$ cat src/rtl/keypad_pkg.sv
// keypad_pkg: shared key codes, scan FSM encoding and keypad map helpers
package keypad_pkg;
  localparam logic [3:0] KEY_CLR = 4'hA;
  localparam logic [3:0] KEY_BS = 4'hB;
  localparam logic [3:0] KEY_ENT = 4'hC;
  localparam int MAX_DIGITS = 4;
  localparam logic [63:0] KEY_TABLE = 64'hDF0E_C987_B654_A321;
  typedef enum logic [1:0] {SCAN, PRESS_DB, HELD, RELEASE_DB} scan_state_t;
  function automatic logic [1:0] low_index(input logic [3:0] v);
    return !v[0] ? 2'd0 : !v[1] ? 2'd1 : !v[2] ? 2'd2 : 2'd3;
  endfunction
  function automatic logic [3:0] key_map(input logic [1:0] r, input logic [1:0] c);
    return KEY_TABLE[{r, c, 2'b00} +: 4];
  endfunction
endpackage

$ cat src/rtl/keypad_scanner.sv
// keypad_scanner: column scan, row synchronizer and press/release debounce for a 4x4 keypad
module keypad_scanner
  import keypad_pkg::*;
#(
  parameter int SCAN_DIV = 100000,
  parameter int DEBOUNCE_CNT = 4
) (
  input  logic       clk,
  input  logic       reset,
  input  logic [3:0] row,
  output logic [3:0] col,
  output logic       key_valid,
  output logic [3:0] key_code
);
  localparam int DW = $clog2(SCAN_DIV);
  localparam int CW = $clog2(DEBOUNCE_CNT + 1);
  scan_state_t state, state_n;
  logic [DW-1:0] div_cnt;
  logic [CW-1:0] cnt, cnt_n, cnt_inc;
  logic [3:0] row_meta, row_sync, lat, lat_n, col_n, code_n;
  logic tick, valid_n, last;
  assign tick = div_cnt == DW'(SCAN_DIV - 1);
  assign cnt_inc = cnt + CW'(1);
  assign last = cnt_inc == CW'(DEBOUNCE_CNT);
  always_ff @(posedge clk or negedge reset)
    if (!reset) begin
      row_meta <= 4'hF;
      row_sync <= 4'hF;
      div_cnt <= '0;
      state <= SCAN;
      cnt <= '0;
      lat <= 4'hF;
      col <= 4'b1110;
      key_valid <= 1'b0;
      key_code <= 4'h0;
    end else begin
      row_meta <= row;
      row_sync <= row_meta;
      div_cnt <= tick ? '0 : div_cnt + DW'(1);
      state <= state_n;
      cnt <= cnt_n;
      lat <= lat_n;
      col <= col_n;
      key_valid <= valid_n;
      key_code <= code_n;
    end
  // The column only moves in SCAN, so it doubles as the latched column while debouncing.
  always_comb begin
    state_n = state;
    cnt_n = cnt;
    lat_n = lat;
    col_n = col;
    valid_n = 1'b0;
    code_n = key_code;
    if (tick)
      case (state)
        SCAN:
          if (row_sync != 4'hF) begin
            state_n = PRESS_DB;
            lat_n = row_sync;
            cnt_n = '0;
          end else col_n = {col[2:0], col[3]};
        PRESS_DB:
          if (row_sync != lat) state_n = SCAN;
          else if (last) begin
            state_n = HELD;
            valid_n = 1'b1;
            code_n = key_map(low_index(lat), low_index(col));
          end else cnt_n = cnt_inc;
        HELD:
          if (row_sync == 4'hF) begin
            state_n = RELEASE_DB;
            cnt_n = '0;
          end
        RELEASE_DB:
          if (row_sync != 4'hF) state_n = HELD;
          else if (last) state_n = SCAN;
          else cnt_n = cnt_inc;
        default: state_n = SCAN;
      endcase
  end
endmodule

$ cat src/rtl/keypad_entry.sv
// keypad_entry: decimal entry accumulator with clear, backspace and enter over a scanned keypad
module keypad_entry
  import keypad_pkg::*;
#(
  parameter int SCAN_DIV = 100000,
  parameter int DEBOUNCE_CNT = 4
) (
  input  logic        clk,
  input  logic        reset,
  input  logic [3:0]  row,
  output logic [3:0]  col,
  output logic [15:0] entry,
  output logic [15:0] value,
  output logic        key_valid,
  output logic [3:0]  key_code,
  output logic        commit
);
  logic [2:0] count;
  logic [16:0] mac;
  logic is_digit;
  keypad_scanner #(.SCAN_DIV(SCAN_DIV), .DEBOUNCE_CNT(DEBOUNCE_CNT)) u_scanner (
    .clk(clk),
    .reset(reset),
    .row(row),
    .col(col),
    .key_valid(key_valid),
    .key_code(key_code)
  );
  assign is_digit = key_code <= 4'd9;
  assign mac = 17'(entry) * 17'd10 + 17'(key_code);
  always_ff @(posedge clk or negedge reset)
    if (!reset) begin
      entry <= '0;
      value <= '0;
      count <= '0;
      commit <= 1'b0;
    end else begin
      commit <= key_valid && key_code == KEY_ENT;
      if (key_valid) begin
        if (is_digit && count < 3'(MAX_DIGITS)) begin
          entry <= mac[15:0];
          count <= count + 3'd1;
        end else if (key_code == KEY_CLR || key_code == KEY_ENT) begin
          entry <= '0;
          count <= '0;
        end else if (key_code == KEY_BS && count != 3'd0) begin
          entry <= entry / 16'd10;
          count <= count - 3'd1;
        end
        if (key_code == KEY_ENT) value <= entry;
      end
    end
endmodule

$ cat config.mk
export PLATFORM = sky130hd
export DESIGN_NAME = keypad_entry
export DESIGN_NICKNAME = d
export VERILOG_FILES = /design/src/rtl/keypad_pkg.sv /design/src/rtl/keypad_scanner.sv /design/src/rtl/keypad_entry.sv
export SDC_FILE = /design/constraint.sdc
export NUM_CORES = 1
export LEC_CHECK = 0
export BUFFER_PORTS_ARGS = -buffer_cell sky130_fd_sc_hd__clkbuf_2
export CORE_ASPECT_RATIO = 0.6
export CORE_MARGIN = 2
export CORE_UTILIZATION = 66
export CTS_CLUSTER_DIAMETER = 50
export CTS_CLUSTER_SIZE = 14
export DETAILED_ROUTE_END_ITERATION = 8
export PLACE_DENSITY = 0.87
export SLEW_MARGIN = 40
export SYNTH_ARGS = -nofsm -noshare
export SYNTH_HDL_FRONTEND = slang
export SYNTH_SLANG_ARGS = --single-unit
$ cat constraint.sdc
create_clock -name clk -period 12.3 [get_ports clk]
set_clock_uncertainty 0.1 [all_clocks]
set_input_delay 1.845 -clock clk [delete_from_list [all_inputs] [get_ports clk]]
set_output_delay 1.845 -clock clk [all_outputs]
set_load 0.005 [all_outputs]
# Yosys cells after proc, flatten, opt, wreduce, memory -nomap -nowiden
# Cells that the tools add are included.
# W data, S select, Z words.
[word_totals]
regBits = 79
in_bits = 6
out_inout_bits = 42
word_cells = 86
[op_classes]
addsub = 5
mul = 1
n_div = 1
n_lt_le_gt_ge = 2
eq_ne = 17
shift = 1
muxes = 30
n_bitwise = 2
n_reduce_logical = 14
[op_table]
columns = ["op", "count"]
rows = [
  ["$shiftx A64 B7 Y4 const A", 1],
  ["$mux W16", 3],
  ["$mux W3", 8],
  ["$mux W2", 10],
  ["$add A17 B1 Y17 const B", 1],
  ["$eq A17 B17 Y1 const B", 1],
  ["$mux W17", 1],
  ["$add A16 B4 Y16", 1],
  ["$div A16 B4 Y16 const B", 1],
  ["$eq A4 B4 Y1 const B", 4],
  ["$mul A16 B3 Y15 const B", 1],
  ["$pmux W3 S4", 1],
  ["$reduce_and A5 Y1", 2],
  ["$pmux W2 S4", 1],
  ["$add A3 B1 Y3 const B", 2],
  ["$mux W1", 6],
  ["$ne A3 B1 Y1 const B", 2],
  ["$reduce_and A3 Y1", 2],
  ["$reduce_bool A3 Y1", 2],
  ["$eq A2 B2 Y1 const B", 2],
  ["$le A4 B4 Y1 const B", 1],
  ["$ne A2 B1 Y1 const B", 2],
  ["$ne A2 B2 Y1 const B", 2],
  ["$ne A4 B4 Y1", 1],
  ["other kinds (11)", 15],
]

# Longest topological paths before layout
[logic_depth]
ltp_word = 6
ltp_mapped = 19

# Cells and area by module
# A second synthesis with hierarchy kept.
[unflattened]
cells_unflattened = 695
area_unflattened_um2 = 6409.9
[modules_own_cells]
columns = ["mod", "instances", "cells_each", "area_each_um2"]
rows = [
  ["keypad_entry", 1, 513, 4319.1],
  ["keypad_scanner", 1, 182, 2090.8],
]

# Least setup slack after synthesis
# OpenSTA, ideal clock, no wires.
[synth_timing]
path_type = "register -> register"
start = "reg entry[11]"
end = "reg entry[0]"
setup_time_ns = 0.095
arrival_time_ns = 4.223
t_required_ns = 12.105
slack_ns = 7.882
stages_incl_launch_ff = 18
synth_period_minus_slack_ns = 4.418
path_cell_list = "dfrtp_1 buf_6 nand2b_4 o211a_1 o31a_4 and3_1 o31a_1 or4_4 buf_6 o2111ai_2 a21oi_2 nor4_4 o21bai_1 and3_4 o32ai_1 o211ai_1 maj3_2 o31ai_1"
[synth_between]
elab_chain_cells = 4
[synth_rtl]
columns = ["element", "line_no", "text"]
rows = [
  ["start, declared", "keypad_entry.sv:12", "output logic [15:0] entry,"],
  ["start signal, assigned", "keypad_entry.sv:41", "entry <= mac[15:0];"],
  ["start signal, assigned", "keypad_entry.sv:47", "entry <= entry / 16'd10;"],
  ["$div A16 B4 Y16", "keypad_entry.sv:47", ""],
  ["$mux W16", "keypad_entry.sv:46", "end else if (key_code == KEY_BS && count != 3'd0) begin"],
  ["$mux W16", "keypad_entry.sv:43", "end else if (key_code == KEY_CLR || key_code == KEY_ENT) begin"],
  ["$mux W16", "keypad_entry.sv:40", "if (is_digit && count < 3'(MAX_DIGITS)) begin"],
]
# Every way passes these cells. The select of a mux whose other input is x is not followed.
# A chain may end at the register's enable or synchronous reset.

# Worst setup path after layout
[layout_timing]
start = "reg entry[14]"
end = "reg entry[0]"
# Same word-level chain as after synthesis.

==> results.md <==
- DR iter-0 viols: 775
- Post-layout instance area: 6690 um2
- Hold Crit Class: reg2reg
- Die W: around 130 um
- Post-Syn Area per Cell: 8.53 um2
- Total CTS buffers: 9
- Gpl congestion: 0.934
- Clock buffer depth: 2
- Clock slew at reported path FFs: 0.06 ns
- WHS Endpoint: u_scanner.row_sync[1]
- DR WL/cell: about 18 um
- Reg-to-Reg Start: entry[14]
- Pre-antenna DRT Iters: 5
- Mapped Cells: between 700 and 800
- Vias in the first global route: 5,382
- Slew HR: 46.8%
- Switch Pwr: 0.118 mW
- Most frequent cells in the layout: 97 x nand2_1, 61 x o21ai_0, 61 x dfrtp_1
- Final hold vios: 0
- Vias: 5,723
- Slew Limit Fails: 0
- R2r worst-path depth: 15
- Required time of the critical path: 12.45 ns
- Syn_nets: 763
- # IOs: 48
- EDFF count, synth: 0
- Hold path depth: 0
- Grt ovf: 0
- Die ar.: 10,100 um2
- Fill count: about 650
- Routed wire length: roughly 16,000 um
- Synth Flop Type: dfrtp_1
- R2R setup slack: about 6.5 ns
- Min cycle time layout: 5.83 ns
- Synth warn: 0
- Multi-input logic area: 3860 um2
- Cell accounting for the most synthesized area: dfrtp_1
- LEAKAGE: 3.09 nW
- Crit Path Max Fanout: 27
- Post-CTS Hold Fix Bufs: 0
- Cell area after synthesis: 6130 um2
- Number of H-tree levels: 3
- Tcrit/Tclk final: 47.4%
- Setup violations, final: 0
- Pin count of the biggest net entering global routing: 80
- Final core occ: 73.6%
- Synth top area share: 26.1%
- Antenna Cells: 0
- Routed Antenna Nets: 0
- DRC: 0
- Clock Latency Late Sink: 0.34 ns
- Commonest non-fill, non-tap cell in the layout: nand2_1
- Share of cells above drive strength 1: 15.5%
- Initial Utilization: about 68%
- Area delta synth->final: 8.99%
- Comb power frac: between 1 and 1.5%
- Netlist cell types: 87
- Initial antenna violation count: 0
- Async SR Flop Fraction: 100%
- CTS tree: yes
- Critical path class: reg2reg
- Setup repair bufs after CTS: 0
- Seq pwr share: 48.8%
- Hold path startpoint: u_scanner.row_meta[1]
- Hold slack: 0.256 ns
- Post-route setup TNS: 0 ns
- Placed cell areas: 6390 um2
- Sw Ratio: 21.9%
- FP Rows: 27
- FF+latch count, synth: 79
- Clk network pwr share: 50.0%
- Max-cap check violation count: 0
- DP HPWL: 11,000 um
- Global-route wire length before repair: 26,400 um
- RSZ-0062 raised after global routing: no
- Worst slew pin tran: ~0.80 ns
- Main area contributors after synthesis: dfrtp_1 26%, ha_1 7.3%, dfstp_2 6.4%, nand2_1 5.9%, o21ai_0 5.0%
- Via density: between 6 and 7
- Overall global routing resource usage: roughly a third
- CP Capture Type: register
- Clock sinks: 79
- Sequential area share after synthesis: 32.5%
- CTS Root Buffer Type: clkbuf_16
- Buffers added on ports: 47
- Max IR drop VDD: between 70 and 80 uV
- CP Data Arrival Time: 5.97 ns
- Worst R2R End: entry[0]
- Fmax: 172 MHz
- Status: finished, final reports clean
- Core area: 9090 um2
- FF/Latch Area: 2000 um2
- Cell Pwr Density: 80.8 nW/um2
- CTS resizes: 0
- Worst setup SP type: register
- Fin nets: just under 800
- Die height: roughly 79 um
- Internal power: 0.422 mW
worst max-delay path: stages, from the launching register on:
cell and delay, ns:
dfrtp_1 0.83, nor2b_1 0.72, nor4_1 0.13, a221oi_1 0.36, nand2_1 0.26, xnor2_1 0.30
o221ai_1 0.36, o21ai_0 0.42, a21oi_1 0.17, nor4_4 0.52, o21bai_1 0.23, and3_4 0.25
o32ai_1 0.34, o211ai_1 0.18, maj3_2 0.34, o31ai_1 0.22
final cells by class:
class	count	share of cell area (%)
Clock inverter	6	1.03
Sequential cell	79	29.9
Tap cell	116	2.17
Inverter	30	1.68
Multi-Input combinational cell	573	57.7
Timing Repair Buffer	51	4.12
Clock buffer	10	3.42
Yosys cell counts, types with 5 or more instances:
master,number
nor2b_1,11
nand3_1,19
a31oi_1,7
nor4_1,5
o211ai_1,5
dfstp_2,15
o31ai_1,8
nor2_1,42
o21ai_0,61
mux2_2,8
and2_1,7
a21o_1,10
a221oi_1,9
a21oi_1,35
o22ai_1,5
inv_1,28
buf_2,6
mux2i_1,5
xnor2_1,28
nand4_1,6
ha_1,36
and3_1,11
o21a_1,7
clkbuf_1,22
a211oi_1,10
nand2_1,97
dfrtp_1,64
xor2_1,20
nand2b_1,12
nor3_1,12
per-stage QoR:
| step | power, mW | instances | worst slack, ns |
|---|---|---|---|
| final | 0.540 | 865 | 6.47 |
| after global routing | 0.556 | 865 | 6.03 |
| after CTS | 0.542 | 865 | 6.64 |
| after detailed placement | 0.275 | 849 | 6.73 |
| after global placement | 0.274 | 847 | 7.06 |
| after floorplan | 0.268 | 719 | 7.88 |
worst max-delay path by stage:
stage / from / endpoint / slack [ns] / cells after the start
6_report: entry[14] / entry[0] / 6.47 / 15
5_1_grt: entry[14] / entry[0] / 6.03 / 15
4_1_cts: entry[14] / entry[0] / 6.64 / 15
3_5_place_dp: entry[14] / entry[0] / 6.73 / 15
2_1_floorplan: entry[11] / entry[0] / 7.88 / 17
3_3_place_gp: entry[14] / entry[0] / 7.06 / 15
routing by layer:
metal,vias up,wire length [um],GRT usage (%)
met3,34,1270,6.00
met1,2715,7030,47.9
met2,304,6980,49.0
li1,2670,-,-
met4,0,269,8.90
met5,-,0,0
logic make-up (layout without fill, tap and decap cells):
kind of cell	after synthesis	count (layout)	share of synthesized area (%)
buffers and inverters	67	97	4.77
flip-flops	79	79	32.5
multiplexers	14	14	2.53
AO/OA/AOI/OAI	210	210	23.2
XOR/XNOR	48	48	6.85
adder cells (fa/ha/maj)	39	39	8.18
AND/OR/NAND/NOR	262	262	21.9
sequential cells by signal, summed over array words and instances, names as in the netlist:
name and count:
u_scanner.lat 4, commit 1, u_scanner.col 4, entry 16, u_scanner.key_valid 1, u_scanner.div_cnt 17, u_scanner.row_meta 4, u_scanner.key_code 4
u_scanner.cnt 3, u_scanner.row_sync 4, count 3, u_scanner.state 2, value 16
power by group through the flow:
stage | clock (mW) | sequential, mW | combinational (mW)
after floorplan | 0 | 0.268 | 0.000718
final | 0.270 | 0.263 | 0.00672
after global placement | 0 | 0.268 | 0.00656
after CTS | 0.272 | 0.263 | 0.00698
after global routing | 0.285 | 0.263 | 0.00810
after detailed placement | 0 | 0.268 | 0.00694
(Power assumes the default switching activity.)
